--- src/rtl/icetap_seg_capture_pkg.sv ---
// Shared definitions for the segmented capture block: FSM encoding and
// the per-signal condition codes used by the store and trigger matchers.
package icetap_pkg;

    typedef enum logic [2:0] {
        ST_IDLE  = 3'd0,
        ST_PRE   = 3'd1,
        ST_ARMED = 3'd2,
        ST_POST  = 3'd3,
        ST_DONE  = 3'd4
    } state_t;

    localparam logic [2:0] COND_DC   = 3'b000;
    localparam logic [2:0] COND_LOW  = 3'b001;
    localparam logic [2:0] COND_HIGH = 3'b010;
    localparam logic [2:0] COND_RISE = 3'b011;
    localparam logic [2:0] COND_FALL = 3'b100;
    localparam logic [2:0] COND_EDGE = 3'b101;

endpackage

--- src/rtl/icetap_seg_capture_if.sv ---
// Control, status and readback bundle of the segmented capture block.
// The slave side belongs to the capture core, the master side to its host.
interface icetap_seg_capture_if #(
    parameter int NR_SIGNALS   = 16,
    parameter int RECORD_DEPTH = 256,
    parameter int NR_SEGMENTS  = 4
) ();
    localparam int SEG_DEPTH = RECORD_DEPTH / NR_SEGMENTS;
    localparam int AW        = $clog2(RECORD_DEPTH);
    localparam int SW        = $clog2(SEG_DEPTH);
    localparam int GW        = (NR_SEGMENTS > 1) ? $clog2(NR_SEGMENTS) : 1;

    logic [NR_SIGNALS-1:0]   signals_in;
    logic [3*NR_SIGNALS-1:0] store_mask_vec;
    logic [3*NR_SIGNALS-1:0] trigger_mask_vec;
    logic                    store_always;
    logic                    trigger_always;
    logic [SW-1:0]           pre_trigger_cnt;
    logic                    start;
    logic                    abort;
    logic [2:0]              state;
    logic [GW-1:0]           cur_segment;
    logic [NR_SEGMENTS-1:0]  seg_valid;
    logic [GW-1:0]           seg_sel;
    logic [AW-1:0]           seg_start_addr;
    logic [AW-1:0]           seg_trigger_addr;
    logic [AW-1:0]           seg_stop_addr;
    logic                    rd_req;
    logic [AW-1:0]           rd_addr;
    logic                    rd_valid;
    logic [NR_SIGNALS-1:0]   rd_data;

    modport master (
        output signals_in, store_mask_vec, trigger_mask_vec, store_always,
               trigger_always, pre_trigger_cnt, start, abort, seg_sel,
               rd_req, rd_addr,
        input  state, cur_segment, seg_valid, seg_start_addr,
               seg_trigger_addr, seg_stop_addr, rd_valid, rd_data
    );

    modport slave (
        input  signals_in, store_mask_vec, trigger_mask_vec, store_always,
               trigger_always, pre_trigger_cnt, start, abort, seg_sel,
               rd_req, rd_addr,
        output state, cur_segment, seg_valid, seg_start_addr,
               seg_trigger_addr, seg_stop_addr, rd_valid, rd_data
    );

endinterface

--- src/rtl/icetap_seg_capture_cond_match.sv ---
// Evaluates a 3-bit condition code per probed signal against the current
// and previous sample, then ANDs all signals into a single match flag.
module icetap_cond_match
    import icetap_pkg::*;
#(
    parameter int NR_SIGNALS = 16
) (
    input  logic [NR_SIGNALS-1:0]   i_sig,
    input  logic [NR_SIGNALS-1:0]   i_prev,
    input  logic [3*NR_SIGNALS-1:0] i_mask_vec,
    input  logic                    i_always,
    output logic                    o_match
);

    logic [NR_SIGNALS-1:0] w_bit_ok;

    generate
        for (genvar gi = 0; gi < NR_SIGNALS; gi++) begin : g_bit
            logic [2:0] w_code;
            assign w_code = i_mask_vec[3*gi +: 3];
            // Codes 000, 110 and 111 fall through to don't-care.
            assign w_bit_ok[gi] =
                (w_code == COND_LOW)  ? ~i_sig[gi] :
                (w_code == COND_HIGH) ?  i_sig[gi] :
                (w_code == COND_RISE) ? ( i_sig[gi] & ~i_prev[gi]) :
                (w_code == COND_FALL) ? (~i_sig[gi] &  i_prev[gi]) :
                (w_code == COND_EDGE) ? ( i_sig[gi] ^  i_prev[gi]) :
                                        1'b1;
        end
    endgenerate

    assign o_match = i_always | (&w_bit_ok);

endmodule

--- src/rtl/icetap_seg_capture.sv ---
// Segmented logic-analyser capture core: records NR_SEGMENTS trigger-centred
// windows into one block RAM and offers per-segment status plus readback.
module icetap_seg_capture
    import icetap_pkg::*;
#(
    parameter int NR_SIGNALS   = 16,
    parameter int RECORD_DEPTH = 256,
    parameter int NR_SEGMENTS  = 4
) (
    input  logic                src_clk,
    input  logic                src_reset_,
    icetap_seg_capture_if.slave bus
);

    localparam int SEG_DEPTH = RECORD_DEPTH / NR_SEGMENTS;
    localparam int AW        = $clog2(RECORD_DEPTH);
    localparam int SW        = $clog2(SEG_DEPTH);
    localparam int GW        = (NR_SEGMENTS > 1) ? $clog2(NR_SEGMENTS) : 1;
    localparam logic [AW-1:0] SEG_MASK = AW'(SEG_DEPTH - 1);

    state_t                r_state;
    logic [GW-1:0]         r_cur_seg;
    logic [NR_SEGMENTS-1:0] r_seg_valid;
    logic [NR_SIGNALS-1:0] r_prev;
    logic [AW-1:0]         r_wptr;
    logic [SW:0]           r_cnt;
    logic [SW-1:0]         r_pre;
    logic [AW-1:0]         r_start_addr [NR_SEGMENTS];
    logic [AW-1:0]         r_trig_addr  [NR_SEGMENTS];
    logic [AW-1:0]         r_stop_addr  [NR_SEGMENTS];
    logic [AW-1:0]         r_sel_start;
    logic [AW-1:0]         r_sel_trig;
    logic [AW-1:0]         r_sel_stop;
    logic                  r_rd_valid;
    logic [NR_SIGNALS-1:0] r_ram_q;
    logic [NR_SIGNALS-1:0] r_mem [RECORD_DEPTH];

    logic          w_store;
    logic          w_trig;
    logic          w_capturing;
    logic          w_we;
    logic          w_seg_done;
    logic          w_last_seg;
    logic          w_rd_ok;
    logic [SW:0]   w_cnt_inc;
    logic [SW:0]   w_post_cnt;
    logic [AW-1:0] w_wptr_inc;
    logic [AW-1:0] w_trig_now;
    logic [AW-1:0] w_start_calc;
    logic [AW-1:0] w_next_base;

    icetap_cond_match #(.NR_SIGNALS(NR_SIGNALS)) u_store_match (
        .i_sig      (bus.signals_in),
        .i_prev     (r_prev),
        .i_mask_vec (bus.store_mask_vec),
        .i_always   (bus.store_always),
        .o_match    (w_store)
    );

    icetap_cond_match #(.NR_SIGNALS(NR_SIGNALS)) u_trig_match (
        .i_sig      (bus.signals_in),
        .i_prev     (r_prev),
        .i_mask_vec (bus.trigger_mask_vec),
        .i_always   (bus.trigger_always),
        .o_match    (w_trig)
    );

    assign w_capturing = (r_state == ST_PRE) || (r_state == ST_ARMED) || (r_state == ST_POST);
    // An SW-bit pre-trigger count can never exceed SEG_DEPTH-1, so no clamp is needed.
    assign w_post_cnt  = (SW+1)'(SEG_DEPTH - 1) - {1'b0, r_pre};
    assign w_cnt_inc   = r_cnt + (SW+1)'(1);
    assign w_we        = w_capturing && !bus.abort &&
                         (w_store || ((r_state == ST_ARMED) && w_trig));
    assign w_wptr_inc  = (r_wptr & ~SEG_MASK) | ((r_wptr + AW'(1)) & SEG_MASK);
    assign w_trig_now  = (r_state == ST_ARMED) ? r_wptr : r_trig_addr[r_cur_seg];
    assign w_start_calc = (w_trig_now & ~SEG_MASK) | ((w_trig_now - AW'(r_pre)) & SEG_MASK);
    assign w_next_base = (AW'(r_cur_seg) + AW'(1)) << SW;
    assign w_last_seg  = (r_cur_seg == GW'(NR_SEGMENTS - 1));
    assign w_seg_done  = !bus.abort &&
                         (((r_state == ST_ARMED) && w_trig && (w_post_cnt == '0)) ||
                          ((r_state == ST_POST) && w_store && (w_cnt_inc == w_post_cnt)));
    assign w_rd_ok     = bus.rd_req && ((r_state == ST_IDLE) || (r_state == ST_DONE));

    always_ff @(posedge src_clk or negedge src_reset_) begin
        if (!src_reset_) begin
            r_state     <= ST_IDLE;
            r_cur_seg   <= '0;
            r_seg_valid <= '0;
            r_prev      <= '0;
            r_wptr      <= '0;
            r_cnt       <= '0;
            r_pre       <= '0;
            r_sel_start <= '0;
            r_sel_trig  <= '0;
            r_sel_stop  <= '0;
            r_rd_valid  <= 1'b0;
            for (int i = 0; i < NR_SEGMENTS; i++) begin
                r_start_addr[i] <= '0;
                r_trig_addr[i]  <= '0;
                r_stop_addr[i]  <= '0;
            end
        end else begin
            if (w_capturing) r_prev <= bus.signals_in;
            if (w_we)        r_wptr <= w_wptr_inc;

            case (r_state)
                ST_IDLE, ST_DONE: begin
                    if (bus.start && !bus.abort) begin
                        r_seg_valid <= '0;
                        r_cur_seg   <= '0;
                        r_wptr      <= '0;
                        r_cnt       <= '0;
                        r_pre       <= bus.pre_trigger_cnt;
                        r_prev      <= bus.signals_in;
                        r_state     <= (bus.pre_trigger_cnt == '0) ? ST_ARMED : ST_PRE;
                    end
                end
                ST_PRE: begin
                    if (bus.abort) begin
                        r_state <= ST_IDLE;
                    end else if (w_store) begin
                        r_cnt <= w_cnt_inc;
                        if (w_cnt_inc == {1'b0, r_pre}) begin
                            r_state <= ST_ARMED;
                            r_cnt   <= '0;
                        end
                    end
                end
                ST_ARMED: begin
                    if (bus.abort) begin
                        r_state <= ST_IDLE;
                    end else if (w_trig) begin
                        r_trig_addr[r_cur_seg] <= r_wptr;
                        r_cnt   <= '0;
                        r_state <= ST_POST;
                    end
                end
                ST_POST: begin
                    if (bus.abort)    r_state <= ST_IDLE;
                    else if (w_store) r_cnt   <= w_cnt_inc;
                end
                default: r_state <= ST_IDLE;
            endcase

            // Segment completion overrides the per-state pointer/state updates above.
            if (w_seg_done) begin
                r_seg_valid[r_cur_seg]  <= 1'b1;
                r_start_addr[r_cur_seg] <= w_start_calc;
                r_stop_addr[r_cur_seg]  <= r_wptr;
                if (w_last_seg) begin
                    r_state <= ST_DONE;
                end else begin
                    r_cur_seg <= r_cur_seg + GW'(1);
                    r_wptr    <= w_next_base;
                    r_cnt     <= '0;
                    r_state   <= (r_pre == '0) ? ST_ARMED : ST_PRE;
                end
            end

            r_sel_start <= r_start_addr[bus.seg_sel];
            r_sel_trig  <= r_trig_addr[bus.seg_sel];
            r_sel_stop  <= r_stop_addr[bus.seg_sel];
            r_rd_valid  <= w_rd_ok;
        end
    end

    // Sample RAM kept free of reset so it maps onto a single block RAM.
    always_ff @(posedge src_clk) begin
        if (w_we)    r_mem[r_wptr] <= bus.signals_in;
        if (w_rd_ok) r_ram_q       <= r_mem[bus.rd_addr];
    end

    assign bus.state            = r_state;
    assign bus.cur_segment      = r_cur_seg;
    assign bus.seg_valid        = r_seg_valid;
    assign bus.seg_start_addr   = r_sel_start;
    assign bus.seg_trigger_addr = r_sel_trig;
    assign bus.seg_stop_addr    = r_sel_stop;
    assign bus.rd_valid         = r_rd_valid;
    assign bus.rd_data          = r_rd_valid ? r_ram_q : '0;

endmodule

--- src/flat_wrapper.sv ---
// flat-port wrapper written by rule: the top's interface ports become plain ports
module icetap_seg_capture_flat import icetap_pkg::*;
#(
    parameter int NR_SIGNALS   = 16,
    parameter int RECORD_DEPTH = 256,
    parameter int NR_SEGMENTS  = 4
)
  (src_clk, src_reset_, bus_signals_in, bus_store_mask_vec, bus_trigger_mask_vec, bus_store_always, bus_trigger_always, bus_pre_trigger_cnt, bus_start, bus_abort, bus_seg_sel, bus_rd_req, bus_rd_addr, bus_state, bus_cur_segment, bus_seg_valid, bus_seg_start_addr, bus_seg_trigger_addr, bus_seg_stop_addr, bus_rd_valid, bus_rd_data);
  icetap_seg_capture_if #(.NR_SIGNALS(NR_SIGNALS), .RECORD_DEPTH(RECORD_DEPTH), .NR_SEGMENTS(NR_SEGMENTS)) bus_i ();
  input  logic src_clk;
  input  logic src_reset_;
  input wire logic [$bits(bus_i.signals_in)-1:0] bus_signals_in;
  input wire logic [$bits(bus_i.store_mask_vec)-1:0] bus_store_mask_vec;
  input wire logic [$bits(bus_i.trigger_mask_vec)-1:0] bus_trigger_mask_vec;
  input wire logic [$bits(bus_i.store_always)-1:0] bus_store_always;
  input wire logic [$bits(bus_i.trigger_always)-1:0] bus_trigger_always;
  input wire logic [$bits(bus_i.pre_trigger_cnt)-1:0] bus_pre_trigger_cnt;
  input wire logic [$bits(bus_i.start)-1:0] bus_start;
  input wire logic [$bits(bus_i.abort)-1:0] bus_abort;
  input wire logic [$bits(bus_i.seg_sel)-1:0] bus_seg_sel;
  input wire logic [$bits(bus_i.rd_req)-1:0] bus_rd_req;
  input wire logic [$bits(bus_i.rd_addr)-1:0] bus_rd_addr;
  output wire logic [$bits(bus_i.state)-1:0] bus_state;
  output wire logic [$bits(bus_i.cur_segment)-1:0] bus_cur_segment;
  output wire logic [$bits(bus_i.seg_valid)-1:0] bus_seg_valid;
  output wire logic [$bits(bus_i.seg_start_addr)-1:0] bus_seg_start_addr;
  output wire logic [$bits(bus_i.seg_trigger_addr)-1:0] bus_seg_trigger_addr;
  output wire logic [$bits(bus_i.seg_stop_addr)-1:0] bus_seg_stop_addr;
  output wire logic [$bits(bus_i.rd_valid)-1:0] bus_rd_valid;
  output wire logic [$bits(bus_i.rd_data)-1:0] bus_rd_data;
  assign bus_i.signals_in = bus_signals_in;
  assign bus_i.store_mask_vec = bus_store_mask_vec;
  assign bus_i.trigger_mask_vec = bus_trigger_mask_vec;
  assign bus_i.store_always = bus_store_always;
  assign bus_i.trigger_always = bus_trigger_always;
  assign bus_i.pre_trigger_cnt = bus_pre_trigger_cnt;
  assign bus_i.start = bus_start;
  assign bus_i.abort = bus_abort;
  assign bus_i.seg_sel = bus_seg_sel;
  assign bus_i.rd_req = bus_rd_req;
  assign bus_i.rd_addr = bus_rd_addr;
  assign bus_state = bus_i.state;
  assign bus_cur_segment = bus_i.cur_segment;
  assign bus_seg_valid = bus_i.seg_valid;
  assign bus_seg_start_addr = bus_i.seg_start_addr;
  assign bus_seg_trigger_addr = bus_i.seg_trigger_addr;
  assign bus_seg_stop_addr = bus_i.seg_stop_addr;
  assign bus_rd_valid = bus_i.rd_valid;
  assign bus_rd_data = bus_i.rd_data;
  icetap_seg_capture #(.NR_SIGNALS(NR_SIGNALS), .RECORD_DEPTH(RECORD_DEPTH), .NR_SEGMENTS(NR_SEGMENTS)) u_core (.src_clk(src_clk), .src_reset_(src_reset_), .bus(bus_i));
endmodule
--- config.mk ---
export PLATFORM = sky130hd
export DESIGN_NAME = icetap_seg_capture_flat
export DESIGN_NICKNAME = d
export VERILOG_FILES = /design/src/rtl/icetap_seg_capture_pkg.sv /design/src/rtl/icetap_seg_capture_if.sv /design/src/rtl/icetap_seg_capture_cond_match.sv /design/src/rtl/icetap_seg_capture.sv /design/src/flat_wrapper.sv
export SDC_FILE = /design/constraint.sdc
export NUM_CORES = 2
export LEC_CHECK = 0
export BUFFER_PORTS_ARGS = -buffer_cell sky130_fd_sc_hd__buf_2
export CELL_PAD_IN_SITES_DETAIL_PLACEMENT = 1
export CELL_PAD_IN_SITES_GLOBAL_PLACEMENT = 2
export CORE_ASPECT_RATIO = 0.9
export CORE_UTILIZATION = 46
export DETAILED_ROUTE_END_ITERATION = 6
export PLACE_DENSITY = 0.73
export SYNTH_ARGS = -nofsm -noshare
export SYNTH_HDL_FRONTEND = slang
export SYNTH_SLANG_ARGS = --single-unit
--- constraint.sdc ---
create_clock -name src_clk -period 4.7 [get_ports src_clk]
set_input_delay 0.705 -clock src_clk [delete_from_list [all_inputs] [get_ports src_clk]]
set_output_delay 0.705 -clock src_clk [all_outputs]
set_load 0.03 [all_outputs]
After elaboration in Yosys (flattened, before gate mapping)
Memories as Yosys holds them, arrays and structs flattened. A register that Yosys moved wholly into a read port is not among the register bits.
Cells that the tools add are included.
{ "classes": {"addsub": 6, "order_cmp": 5, "n_eq_ne": 172, "mux": 221, "n_bitwise": 88, "reduce_logical": 27} }
{ "op_table": {"columns": ["cell", "n"], "rows": [
  ["3-bit by 2-bit equality test with 1-bit output, second input constant", 66],
  ["3-bit equality test, second input constant", 65],
  ["1-bit 2-to-1 mux", 163],
  ["8-bit 2-to-1 mux", 15],
  ["3-bit by 1-bit equality test with 1-bit output, second input constant", 33],
  ["32-bit bitwise mux", 3],
  ["7-bit 2-to-1 mux", 10],
  ["8-bit binary-select mux with 2-bit select", 4],
  ["16-bit 2-to-1 mux", 4],
  ["1-bit NOT", 33],
  ["1-bit AND", 32],
  ["16-bit AND reduction", 2],
  ["7-bit one-hot mux with 4 select lines", 1],
  ["3-bit 2-to-1 mux", 9],
  ["8-bit demux with 2-bit select", 1],
  ["8-bit by 6-bit OR with 8-bit output", 2],
  ["1-bit bitwise XOR", 16],
  ["6-bit zero test", 2],
  ["2-bit 2-to-1 mux", 6],
  ["4-bit 2-to-1 mux", 3],
  ["3-bit one-hot mux with 4 select lines", 1],
  ["1-bit logical AND", 11],
  ["4-bit by 2-bit inequality test with 1-bit output, second input constant", 2],
  ["7-bit by 1-bit adder with 7-bit output, second input constant", 1],
  ["other kinds (26)", 34]
]} }
{ "word_totals": {"reg_bits": 167, "mem_bits_rw": 4096, "inputBits": 135, "out_inout_bits": 50, "wordCells": 543, "memories": 1} }
{ "memory_table": {"columns": ["name", "words", "word_bits", "rd", "rd_ports_with_merged_regs", "write_ports", "line", "text"], "rows": [
  ["u_core.r_mem", 256, 16, 1, 1, 1, "icetap_seg_capture.sv:36", "logic [NR_SIGNALS-1:0] r_mem [RECORD_DEPTH];"]
]} }

Longest topological paths before layout
{ "depth": {"depth_word": 16, "depth_mapped": 14, "mapped_depth_nobuf": 12} }

By module
A second synthesis with hierarchy kept.
{ "hier_totals": {"cells_unflattened": 8266, "area_unflattened_um2": 169123.5} }
{ "by_module_without_submodules": {"columns": ["module", "instances", "cells_per_inst", "area_each_um2", "seq_area_each_um2"], "rows": [
  ["icetap_seg_capture", 1, 7874, 166558.5, 127657.4],
  ["icetap_cond_match", 2, 196, 1282.5, 0.0]
]} }

Least setup slack after synthesis
Ideal clock, no wire load.
{ "synth_timing": {"path_kind": "input -> register", "startpoint": "in bus_signals_in[0]", "endpoint": "mem u_core.r_mem[100][0] (enable)", "setup_ns": 0.409, "t_arrival_ns": 4.389, "required_time_ns": 4.291, "path_slack_ns": -0.098, "stages": 13, "path_buffers": 2, "cell_sequence": "inv_1 ha_1 nand2b_1 a21boi_1 a2111oi_0 a2111o_1 or4_1 o21a_1 o31a_1 or2_1 clkbuf_1 clkbuf_1 nor3_1"} }
{ "synth_via": {"elab_chain_len": 13, "word_cells_on_any_way": 23, "cone_classes": "mux: 12; bitwise: 6; reduce/logical: 5"} }
{ "synth_lines": {"columns": ["item", "line", "text"], "rows": [
  ["from (decl)", "flat_wrapper.sv:12", "input wire logic [$bits(bus_i.signals_in)-1:0] bus_signals_in;"],
  ["1-bit bitwise XOR / 1-bit NOT (equally long branches)", "icetap_seg_capture_cond_match.sv:27, icetap_seg_capture_cond_match.sv:23, icetap_seg_capture_cond_match.sv:26", null],
  ["1-bit 2-to-1 mux / 1-bit AND (equally long branches)", "icetap_seg_capture_cond_match.sv:27, icetap_seg_capture_cond_match.sv:26", null],
  ["1-bit 2-to-1 mux", "icetap_seg_capture_cond_match.sv:26", "(w_code == COND_FALL) ? (~i_sig[gi] & i_prev[gi]) :"],
  ["1-bit 2-to-1 mux", "icetap_seg_capture_cond_match.sv:25", "(w_code == COND_RISE) ? ( i_sig[gi] & ~i_prev[gi]) :"],
  ["1-bit 2-to-1 mux", "icetap_seg_capture_cond_match.sv:24", "(w_code == COND_HIGH) ? i_sig[gi] :"],
  ["1-bit 2-to-1 mux", "icetap_seg_capture_cond_match.sv:23", "(w_code == COND_LOW) ? ~i_sig[gi] :"],
  ["16-bit AND reduction", "icetap_seg_capture_cond_match.sv:32", "assign o_match = i_always | (&w_bit_ok);"],
  ["1-bit OR", "icetap_seg_capture_cond_match.sv:32", null],
  ["1-bit logical AND", "icetap_seg_capture.sv:73", "(w_store || ((r_state == ST_ARMED) && w_trig));"],
  ["1-bit logical OR *", "icetap_seg_capture.sv:73", null],
  ["1-bit logical AND *", "icetap_seg_capture.sv:72", "assign w_we = w_capturing && !bus.abort &&"],
  ["1-bit 2-to-1 mux *", "icetap_seg_capture.sv:169", "if (w_we) r_mem[r_wptr] <= bus.signals_in;"],
  ["1-bit 2-to-1 mux (implied by the code) *", "icetap_seg_capture.sv:169", null],
  ["to (decl)", "icetap_seg_capture.sv:36", null]
]} }
Mark *: on every way between the ends. The rest lies on a longest branch, timed or not.

Worst setup path in the final report
{ "layout_timing": {"startpoint": "in bus_signals_in[0]", "endpoint": "mem u_core.r_mem[132][6] (enable)"} }
The elaborated chain is that of the path after synthesis.

==> reports/results.txt <==
Pleak: 63.0 nW
clk buf depth: 4
IO buf count: 184
total number of vias: 84.2k
critical path endpoint category: flop
CTS clk-pin slew, worst paths: 0.06 ns
part of the power in the clock network: 39.9%
CP Launch Type: input port
full die area: 366000 µm²
Post-synth top flop: edfxtp_1
Layout Skew: 0.0615 ns
# hold bufs at CTS: 9
Routed Antenna Nets: 0
met3 WL: 48.7 mm
1st-iter DRT viols: 12.2k
Syn Area/Cell: 23.5 µm²
slew margin rel.: 2.15%
sequential share of the synthesized area: 76.4%
Post-Syn Area: 167000 µm²
post-CTS resize count: 0
Distinct cells, synth: 67
Die Y: 574 µm
Switching Power: 21.1 mW
clk_lat worst skew: 0.99 ns
Post-Syn Instances: 7114
area added between synthesis and finish: 17.4%
pwr dens: 435 nW/µm²
core area: 361000 µm²
share of cells above drive strength 1: 38.2%
Ports: 185
Hold Violations, Final: 0
P_int: 64.3 mW
worst-path maximum fanout: 32
Max Cap Viol: 0
Period minus WS final: 4.40 ns
worst-case reg-to-reg path depth: 12
TritonCTS clock tree: built
RSZ-0062 raised after global routing: no
logic gate share of total power: 10.2%
HP Class: input port to flop
Yosys warnings: 0
total track usage: 27.2%
clk sinks: 4279
FF-to-FF Start: u_core.r_prev[0]
syn nets: 7296
number of synthesized register bits: 4279
Sum Neg Setup Slack: 0 ns
Hold Path Sink: u_core.r_mem[12][3]
Setup CP Type: input port to flop
Post-synth EDFFs: 4112
Sequential Power Share: 49.9%
DRT Pass-1 Iters: 6
routability-driven placement congestion ratio: 0.884
Least-Margin Pin Slew: 1.47 ns
number of global-route vias before repair: 84.6k
Worst R2R End: u_core.r_mem[132][6]
Data arrival, critical path: 5.07 ns
switch share: 24.7%
Worst EP required: 5.37 ns
detailed placement HPWL: 331 mm
Tcrit/Tclk final: 93.6%
postcts setup bufs: 0
Row Count: 209
worst hold start: bus_signals_in[3]
Fin Hold WS: 0.0843 ns
Setup WS post-layout: 0.301 ns
vias per cell: 6.39
cts bufs inserted: 423
largest net degree at the start of global routing: 147
initial antenna violation count: 60
GRT overflow: 0
Setup WS pre-CTS: 0.0210 ns
drt wl/cell: 37.9 µm
fmax: 227 MHz
met1 wire length: 204 mm
Worst VDD drop: 347 µV
status: finished, final reports clean
H-tree depth: 5
met2 WL: 232 mm
Worst Hold Depth: 1
first-pass GRT wire length: 695 mm
DR DRC count: 0
worst reg2reg setup slack: 0.56 ns
asr flop ratio synth: 3.90%
Die Width: 637 µm
DRT Wirelength: 499 mm
CTS root buf: clkbuf_16
layout net count: 8213
effective utilization at floorplan: 46.3%
DR top layer: met5
# setup viols final: 0
max-slew violations: 0
==> layout by cell type, fill, tap and decap left out, types with 14 or more instances in the layout <==
cell,n
a21oi_1,44
and2_1,24
and3_1,53
buf_12,255
buf_2,161
buf_4,453
buf_8,19
bufinv_16,48
clkbuf_1,52
clkbuf_16,429
clkinv_1,104
clkinv_2,82
clkinvlp_4,29
dfrtp_1,167
diode_2,32
edfxtp_1,4112
ha_1,43
inv_1,87
mux2_1,27
mux2_2,54
mux2i_1,33
mux4_2,1392
nand2_1,126
nand2_2,14
nand2b_1,18
nand3_1,36
nor2_1,28
nor2b_1,19
nor3_1,17
nor3_2,208
o21ai_0,63
==> cells in the mapped netlist, drive strengths merged, types with 24 or more instances <==
cell type | instances | area, µm²
and3 | 53 | 332
o21ai | 63 | 315
mux2i | 33 | 330
nor3 | 226 | 1140
ha | 46 | 576
inv | 87 | 327
and2 | 24 | 150
edfxtp | 4112 | 123000
a21oi | 44 | 220
nor2 | 29 | 109
nand3 | 39 | 195
dfrtp | 167 | 4180
mux2 | 81 | 912
mux4 | 1392 | 31400
clkbuf | 261 | 980
buf | 145 | 669
nand2 | 140 | 536
==> power by group through the flow <==
stage	Sequential (mW)	Clock, mW	Combinational (mW)
3_5_place_dp	43.5	0	8.67
5_1_grt	42.7	35.7	9.01
3_3_place_gp	43.4	0	8.48
4_1_cts	42.7	34.5	8.70
6_report	42.7	34.1	8.69
2_1_floorplan	43.3	0	3.78
==> flip-flops by register name (all words and copies together) (netlist names), 3 cells and up <==
signal                       cells
u_core.r_trig_addr              32
u_core.r_pre                     6
u_core.bus.seg_valid             4
u_core.r_stop_addr              32
u_core.r_wptr                    8
u_core.r_cnt                     7
u_core.r_ram_q                  16
u_core.r_prev                   16
u_core.bus.state                 3
u_core.bus.seg_start_addr        8
u_core.r_mem                  4096
u_core.bus.seg_stop_addr         8
u_core.bus.seg_trigger_addr      8
u_core.r_start_addr             32
==> worst max path at each step <==
| stage | end | slack [ns] | start | depth (start not counted) |
|---|---|---|---|---|
| final | u_core.r_mem[132][6] | 0.30 | bus_signals_in[0] | 15 |
| after global routing | u_core.r_mem[132][13] | 0.21 | bus_signals_in[0] | 15 |
| after detailed placement | u_core.r_mem[132][8] | 0.02 | bus_signals_in[10] | 14 |
| after CTS | u_core.r_mem[132][5] | 0.37 | bus_signals_in[0] | 15 |
| after global placement | u_core.r_mem[132][6] | 0.02 | bus_signals_in[0] | 14 |
| after floorplan | u_core.r_mem[100][0] | -0.1 | bus_signals_in[0] | 13 |
==> worst max-delay path, stage by stage <==
cell	delay [ns]
dlygate4sd3_1	0.59
buf_8	0.21
inv_1	0.09
ha_1	0.31
nand2b_1	0.15
a21boi_1	0.11
a2111oi_0	0.08
a2111o_1	0.45
or4_1	0.55
o21a_1	0.23
o31a_2	0.25
or2_4	0.32
buf_12	0.18
nor3_2	0.46
buf_4	0.28
==> kinds of logic (layout without fill, tap and decap cells) <==
kind of cell,count (synthesis),after routing,synth area share (%)
AOI/OAI and AO/OA,181,181,0.703
xor gates and xnor gates,13,13,0.0681
adders and majority gates,47,47,0.356
buffers and inverters,493,1765,1.18
DFF,4279,4279,76.4
muxes,1506,1506,19.5
other,0,32,0
and+or+nand+nor,595,595,1.80
==> metrics by stage <==
stage / total power [mW] / cell area, µm² / utilization (%) / instances
3_5_place_dp: 52.1 / 182000 / 50.5 / 12300
6_report: 85.4 / 196000 / 54.4 / 13200
5_1_grt: 87.4 / 196000 / 54.3 / 13100
2_1_floorplan: 47.1 / 167000 / - / 7114
3_3_place_gp: 51.9 / 182000 / 50.5 / 12300
4_1_cts: 85.8 / 196000 / 54.3 / 13100
==> per-layer routing <==
layer,GRT usage [%],up-vias
met5,0,-
met4,7.49,16
met3,4.72,645
met2,41.7,5031
met1,40.8,46100
li1,-,32400
==> final cells by class <==
class | instances | area [µm²]
Clock inverter | 298 | 2940
Fill cell | 30500 | 165000
Timing Repair Buffer | 898 | 9700
Sequential cell | 4279 | 128000
Multi-Input combinational cell | 2342 | 38600
Clock buffer | 482 | 10900
Tap cell | 4747 | 5940
Inverter | 87 | 327
Antenna cell | 32 | 80.1
No activity file was read; power rests on OpenSTA's default activity.
